File: config.mk
export PLATFORM = sky130hd
export DESIGN_NAME = pipe_ctrl_unit
export DESIGN_NICKNAME = d
export VERILOG_FILES = /design/src/rtl/pipe_ctrl_unit.sv
export SDC_FILE = /design/constraint.sdc
export NUM_CORES = 1
export LEC_CHECK = 0
export CAP_MARGIN = 20
export CORE_MARGIN = 5
export CORE_UTILIZATION = 48
export CTS_BUF_LIST = sky130_fd_sc_hd__clkbuf_8
export DETAILED_ROUTE_END_ITERATION = 7
export PLACE_DENSITY = 0.78
export REMOVE_ABC_BUFFERS = 1
export SKIP_LAST_GASP = 1
export SLEW_MARGIN = 20
export SYNTH_ARGS = -nofsm -noshare
export SYNTH_HDL_FRONTEND = slang
export SYNTH_SLANG_ARGS = --single-unit
File: constraint.sdc
create_clock -name clk -period 2.9 [get_ports clk]
set_clock_uncertainty 0.2 [all_clocks]
set_input_delay 0.58 -clock clk [delete_from_list [all_inputs] [get_ports clk]]
set_output_delay 0.58 -clock clk [all_outputs]
set_load 0.05 [all_outputs]
File: src/rtl/pipe_ctrl_unit.sv
// Pipeline control for the RV32I core: decodes IMEM instructions into the control
// bundle, carries it through EX/MEM/WB, and sequences stalls, flushes and forwarding.
module pipe_ctrl_unit #(
  parameter int unsigned INST_W = 32,
  parameter int unsigned CTRL_W = 11,
  parameter bit          FWD_EN = 1'b1
) (
  input  logic              clk,
  input  logic              rst_n,
  input  logic              inst_valid,
  input  logic [INST_W-1:0] inst,
  output logic              inst_ready,
  input  logic              flush,
  input  logic              mem_stall,
  output logic [CTRL_W-1:0] ctrl_ex,
  output logic [CTRL_W-1:0] ctrl_mem,
  output logic [CTRL_W-1:0] ctrl_wb,
  output logic [2:0]        funct3_ex,
  output logic [2:0]        funct3_mem,
  output logic [4:0]        rd_wb,
  output logic [1:0]        fwd_a,
  output logic [1:0]        fwd_b,
  output logic              illegal
);

  typedef enum logic [6:0] {
    OP_R      = 7'b0110011,
    OP_IALU   = 7'b0010011,
    OP_LOAD   = 7'b0000011,
    OP_STORE  = 7'b0100011,
    OP_BRANCH = 7'b1100011,
    OP_LUI    = 7'b0110111,
    OP_AUIPC  = 7'b0010111,
    OP_JAL    = 7'b1101111,
    OP_JALR   = 7'b1100111
  } opcode_e;

  localparam int unsigned WEN = 0;
  localparam int unsigned LDM = 6;

  logic              id_valid;
  logic [6:0]        id_op;
  logic [4:0]        id_rd, id_rs1, id_rs2;
  logic [2:0]        id_f3;

  logic              ex_valid, mem_valid, wb_valid;
  logic [CTRL_W-1:0] ex_ctrl, mem_ctrl, wb_ctrl;
  logic [2:0]        ex_f3, mem_f3;
  logic [4:0]        ex_rd, mem_rd, wb_rd, ex_rs1, ex_rs2;
  logic              illegal_q;

  logic [CTRL_W-1:0] dec_ctrl;
  logic              dec_ill, use_rs1, use_rs2;
  logic [4:0]        src1, src2, dec_rd;
  logic              hazard_stall, ex_take;
  logic              unused_inst_hi;

  assign unused_inst_hi = ^inst[INST_W-1:25];

  function automatic logic rd_hits(input logic [4:0] rd, input logic [4:0] rs1,
                                   input logic [4:0] rs2);
    return (rd != 5'd0) && ((rd == rs1) || (rd == rs2));
  endfunction

  function automatic logic fwd_hit(input logic v, input logic w, input logic [4:0] rd,
                                   input logic [4:0] rs);
    return v && w && (rs != 5'd0) && (rd == rs);
  endfunction

  always_comb begin
    dec_ctrl = '0;
    dec_ill  = 1'b0;
    use_rs1  = 1'b0;
    use_rs2  = 1'b0;
    case (id_op)
      OP_R:      begin dec_ctrl = 11'h611; use_rs1 = 1'b1; use_rs2 = 1'b1; end
      OP_IALU:   begin dec_ctrl = 11'h711; use_rs1 = 1'b1; end
      OP_LOAD:
        if (id_f3 == 3'b011 || id_f3 == 3'b110 || id_f3 == 3'b111) dec_ill = 1'b1;
        else begin dec_ctrl = 11'h7D9; use_rs1 = 1'b1; end
      OP_STORE:
        if (id_f3 > 3'b010) dec_ill = 1'b1;
        else begin dec_ctrl = 11'h798; use_rs1 = 1'b1; use_rs2 = 1'b1; end
      OP_BRANCH:
        if (id_f3 == 3'b010 || id_f3 == 3'b011) dec_ill = 1'b1;
        else begin dec_ctrl = 11'h532; use_rs1 = 1'b1; use_rs2 = 1'b1; end
      OP_LUI:    dec_ctrl = 11'h111;
      OP_AUIPC:  dec_ctrl = 11'h311;
      OP_JAL:    dec_ctrl = 11'h113;
      OP_JALR:   begin dec_ctrl = 11'h713; use_rs1 = 1'b1; end
      default:   dec_ill = 1'b1;
    endcase
  end

  // Unused source/destination fields are zeroed so x0 and don't-care bits never match.
  assign src1   = use_rs1 ? id_rs1 : 5'd0;
  assign src2   = use_rs2 ? id_rs2 : 5'd0;
  assign dec_rd = dec_ctrl[WEN] ? id_rd : 5'd0;

  always_comb begin
    hazard_stall = 1'b0;
    if (id_valid) begin
      if (FWD_EN)
        hazard_stall = ex_valid && ex_ctrl[LDM] && rd_hits(ex_rd, src1, src2);
      else
        hazard_stall = (ex_valid  && ex_ctrl[WEN]  && rd_hits(ex_rd,  src1, src2)) ||
                       (mem_valid && mem_ctrl[WEN] && rd_hits(mem_rd, src1, src2)) ||
                       (wb_valid  && wb_ctrl[WEN]  && rd_hits(wb_rd,  src1, src2));
    end
  end

  assign inst_ready = !mem_stall && (flush || !hazard_stall);
  assign ex_take    = !flush && !hazard_stall && id_valid && !dec_ill;

  // Flush kills the ID occupant but still lets ID capture the branch target.
  always_ff @(posedge clk or negedge rst_n) begin
    if (!rst_n) begin
      id_valid  <= 1'b0;
      id_op     <= '0;
      id_rd     <= '0;
      id_rs1    <= '0;
      id_rs2    <= '0;
      id_f3     <= '0;
      ex_valid  <= 1'b0;
      ex_ctrl   <= '0;
      ex_f3     <= '0;
      ex_rd     <= '0;
      ex_rs1    <= '0;
      ex_rs2    <= '0;
      mem_valid <= 1'b0;
      mem_ctrl  <= '0;
      mem_f3    <= '0;
      mem_rd    <= '0;
      wb_valid  <= 1'b0;
      wb_ctrl   <= '0;
      wb_rd     <= '0;
      illegal_q <= 1'b0;
    end else if (!mem_stall) begin
      if (flush || !hazard_stall) begin
        id_valid <= inst_valid;
        id_op    <= inst[6:0];
        id_rd    <= inst[11:7];
        id_f3    <= inst[14:12];
        id_rs1   <= inst[19:15];
        id_rs2   <= inst[24:20];
      end
      ex_valid  <= ex_take;
      ex_ctrl   <= ex_take ? dec_ctrl : '0;
      ex_f3     <= ex_take ? id_f3 : 3'd0;
      ex_rd     <= ex_take ? dec_rd : 5'd0;
      ex_rs1    <= ex_take ? src1 : 5'd0;
      ex_rs2    <= ex_take ? src2 : 5'd0;
      illegal_q <= id_valid && dec_ill && !flush && !hazard_stall;
      mem_valid <= ex_valid;
      mem_ctrl  <= ex_ctrl;
      mem_f3    <= ex_f3;
      mem_rd    <= ex_rd;
      wb_valid  <= mem_valid;
      wb_ctrl   <= mem_ctrl;
      wb_rd     <= mem_rd;
    end
  end

  always_comb begin
    fwd_a = 2'b00;
    fwd_b = 2'b00;
    if (FWD_EN && ex_valid) begin
      if (fwd_hit(mem_valid, mem_ctrl[WEN] && !mem_ctrl[LDM], mem_rd, ex_rs1)) fwd_a = 2'b01;
      else if (fwd_hit(wb_valid, wb_ctrl[WEN], wb_rd, ex_rs1))                fwd_a = 2'b10;
      if (fwd_hit(mem_valid, mem_ctrl[WEN] && !mem_ctrl[LDM], mem_rd, ex_rs2)) fwd_b = 2'b01;
      else if (fwd_hit(wb_valid, wb_ctrl[WEN], wb_rd, ex_rs2))                fwd_b = 2'b10;
    end
  end

  assign ctrl_ex    = ex_ctrl;
  assign ctrl_mem   = mem_ctrl;
  assign ctrl_wb    = wb_ctrl;
  assign funct3_ex  = ex_f3;
  assign funct3_mem = mem_f3;
  assign rd_wb      = wb_rd;
  assign illegal    = illegal_q;

endmodule

==> results.cfg, run 1 <==
[outcome]
outcome = complete, but fails checks
violations = setup timing

[yosys]
ys_async_sr_fraction_pct = 100
yosysTopAreaCellShare_pct = 51.9
synth_simple_gate_area_share_pct = 8.99
avgSynthCellArea_sq_um = 12.6
yosys.area.top_type = dfrtp_1
synthXorXnorAreaFrac_pct = 4.33
yosys.area_share.adder_pct = 0
ys_seq_area_share_pct = 51.9
yosys_warnings = 0
synth_edf_count = 0
synth-compound-area-share_pct = 14.4
synthMuxAreaShare_pct = 16.5
synth_cell_types = 56
ys_seq_elements = 88
syn_area_sq_um = 4240
synth_top_family_by_area = multiplexers
syn_inst = 337
yosysMostFrequentCell = dfrtp_1
ys.flop_type = dfrtp_1
yosys-top-cells-count = 88 x dfrtp_1, 31 x mux2_2, 22 x a32o_1
ys_top_cells_by_area = dfrtp_1 52%, mux2_2 8.2%, mux2_4 6.7%

[timing]
final.setup.worst_slack_ns = -0.240
setup_viol = 2
slew_viol_final = 0
tightest_slew_ns = 0.559
max_freq_ghz = 0.318
hold_slack_ns = 0.311
maxSlewHeadroom_pct = 62.6
fin_tns_setup_ns = -0.305
rsz0062_at_grt = yes
hold_violations = 0
fin_crit_ns = 3.14
fin_crit_sh_pct = 108

[finish]
final_area_sq_um = 5710
final_cells = 557
nNetsFinal = 483
antenna_cells = 0
fillers = 642
fin_util_pct = 65.8
area_growth_pct = 34.5
drive_gt1_share_pct = 30.5

[power]
clock_power_share_pct = 36.7
finalPower_mw = 2.79
p_seq_share_pct = 47.8
leakagePower_nw = 2.58
vdd_drop_max_v = 0.000217
comb_power_share_pct = 15.4
p_sw_share_pct = 24.7
internal_power_mw = 2.10
power_density_nw_per_um2 = 488
p_switching_uw = 689

[die]
fp.dieW_microns = 104
coreArea_sq_um = 8680
dieArea_sq_um = 10800
io_pins = 87
row_count = 34
start_util_pct = 48.9
die_h_microns = 104

[grt]
grt_max_degree = 40
antenna_found_initial = 0
gr-total-overflow = 0
grt_first_pass_wirelength_mm = 16.8
grt_use_total_pct = 18.9
grt_pass1_vias = 3242

[worst_setup_path]
path_max_fanout = 2
r2r_start = id_rs1[1]
crit_start = id_rs1[1]
critPathLaunchType = flop
arrival_ns = 2.36
worstPathCellList = nor2b_1 -> a2111oi_1 -> nor3b_2 -> a211oi_2 -> o2bb2ai_2 -> a21oi_4 -> buf_12
cp.required_ns = 2.12
slowest_stage = a2111oi_1
critPathBufInv = 1
cp-end-kind = output pin
crit_family = compound AO/OA/AOI/OAI gates
path_class = flop to output pin
worst_path_largest_cell_delay_ns = 0.55

[placed_design]
gp_congestion = 0.857
post-place-ws_ns = 0.0401
portBuffers = 76
dp_hpwl_mm = 7.03
placed_cell_area_sq_um = 5220
placed_cells = 522

[routing]
avgViaCountPerCell = 5.82
routed_wl_mm = 10.5
drc_errors = 0
antenna_left = 0
drtPass1Iterations = 5
drt_iter0_markers = 268
num_vias = 3240
routedWlPerCell_microns = 18.9

[clocking]
cts_htree_levels = 3
clk_path_buf_depth = 2
cts_buffers = 9
root_buffer = clkbuf_8
clock-sinks = 88
clkSlewWorstSetupHoldPaths_ns = 0.08
tritoncts = done
clk_latency_ns = 0.36

[hold_path]
hp-class = flop to flop
min_from = funct3_mem[0]

[flow_run]
cap_violations = 0
-- kinds of logic (layout without fill, tap and decap cells) --
group,after synthesis,after routing
flip-flops,88,88
AO/OA/AOI/OAI,71,71
AND/OR/NAND/NOR,69,69
multiplexers,56,56
buffers and inverters,31,141
XOR/XNOR,21,21
other,1,3
-- layer usage --
metal  global-route usage (%)  vias to the layer above  share of wire (%)
met3                     3.48                       17                5.2
met5                        0                        -                  0
met4                     6.20                        0                1.5
met1                     25.9                     1640                 44
li1                         -                     1471                  -
met2                     30.4                      112                 49
-- path summary, 6_finish.rpt --
path / end / slack, ns / cells after the start
max: inst_ready / -0.24 / 7
max reg2reg: ex_rs1[3] / 0.04 / 10
min in group asynchronous: ctrl_ex[1] / 0.48 / 2
min reg2reg: funct3_mem[0] / 0.31 / 1
min: funct3_mem[0] / 0.31 / 1
max in group asynchronous: id_op[4] / 1.36 / 3
-- power groups by stage --
stage / clock, mW / sequential (mW) / combinational (mW)
finish: 1.02 / 1.33 / 0.431
global route: 1.09 / 1.34 / 0.461
CTS: 1.03 / 1.33 / 0.403
detailed placement: 0 / 1.35 / 0.377
global placement: 0 / 1.35 / 0.366
floorplan: 0 / 1.37 / 0.171
-- layout by cell type, fill, tap and decap left out, types with 2 or more instances in the layout --
| master | synthesis | routed |
|---|---|---|
| dfrtp_1 | 88 | 84 |
| clkdlybuf4s50_1 | 0 | 69 |
| buf_4 | 6 | 42 |
| mux2_2 | 31 | 31 |
| a32o_1 | 22 | 21 |
| mux2_4 | 19 | 19 |
| xnor2_1 | 13 | 13 |
| nor2_1 | 12 | 11 |
| nand2_1 | 12 | 11 |
| nand3_1 | 11 | 11 |
| clkbuf_8 | 0 | 11 |
| o211ai_1 | 9 | 9 |
| xor2_1 | 8 | 8 |
| inv_1 | 8 | 8 |
| o21ai_0 | 9 | 8 |
| a22o_1 | 7 | 7 |
| mux2_1 | 6 | 6 |
| buf_12 | 0 | 5 |
| nand4_1 | 4 | 4 |
| nor2b_1 | 4 | 4 |
| dfrtp_2 | 0 | 4 |
| or4_1 | 4 | 3 |
| and2_1 | 4 | 3 |
| conb_1 | 1 | 3 |
| bufinv_16 | 0 | 3 |
| nor4_1 | 4 | 2 |
| nor4_2 | 0 | 2 |
| nand2b_1 | 4 | 2 |
| nor3_1 | 2 | 2 |
| nand2b_4 | 0 | 2 |
| nor3b_2 | 0 | 2 |
| o21ai_1 | 1 | 2 |
| o22ai_1 | 3 | 2 |
-- timing repair --
action / CTS / global route
setup buffers: 9 / 11
setup endpoints to repair: 2 / 2
endpoints found under the hold margin: 29 / 0
resized for setup: 14 / 10
pin swaps: 7 / 9
hold buffers: 1 / 0
-- flip-flops by register name, indices dropped and copies added, names as in the netlist, 5 cells and up --
signal,cells
rd_wb,5
ctrl_wb,9
ex_rs2,5
ex_rd,5
id_op,7
id_rd,5
ex_rs1,5
id_rs2,5
id_rs1,5
mem_rd,5
ctrl_mem,9
ctrl_ex,9
-- layout make-up --
cell class,instances,area (sq um),area share (%)
Clock buffer,11,151,2.65
Clock inverter,3,90.1,1.58
Inverter,8,30.0,0.526
Multi-Input combinational cell,220,1960,34.4
Sequential cell,88,2210,38.7
Tap cell,108,135,2.37
Timing Repair Buffer,119,1130,19.8
Note: power is estimated with default switching activity, not from simulation.
==> run 2, diff against run 1 <==
--- a/config.mk
+++ b/config.mk
@@ -5,6 +5,7 @@
 export SDC_FILE = /design/constraint.sdc
 export NUM_CORES = 1
 export LEC_CHECK = 0
+export ABC_CLOCK_PERIOD_IN_PS = 2900
 export CAP_MARGIN = 20
 export CORE_MARGIN = 5
 export CORE_UTILIZATION = 48
==> results of run 2 <==
The final DEF is identical to that of run 1; final timing and power are the same.
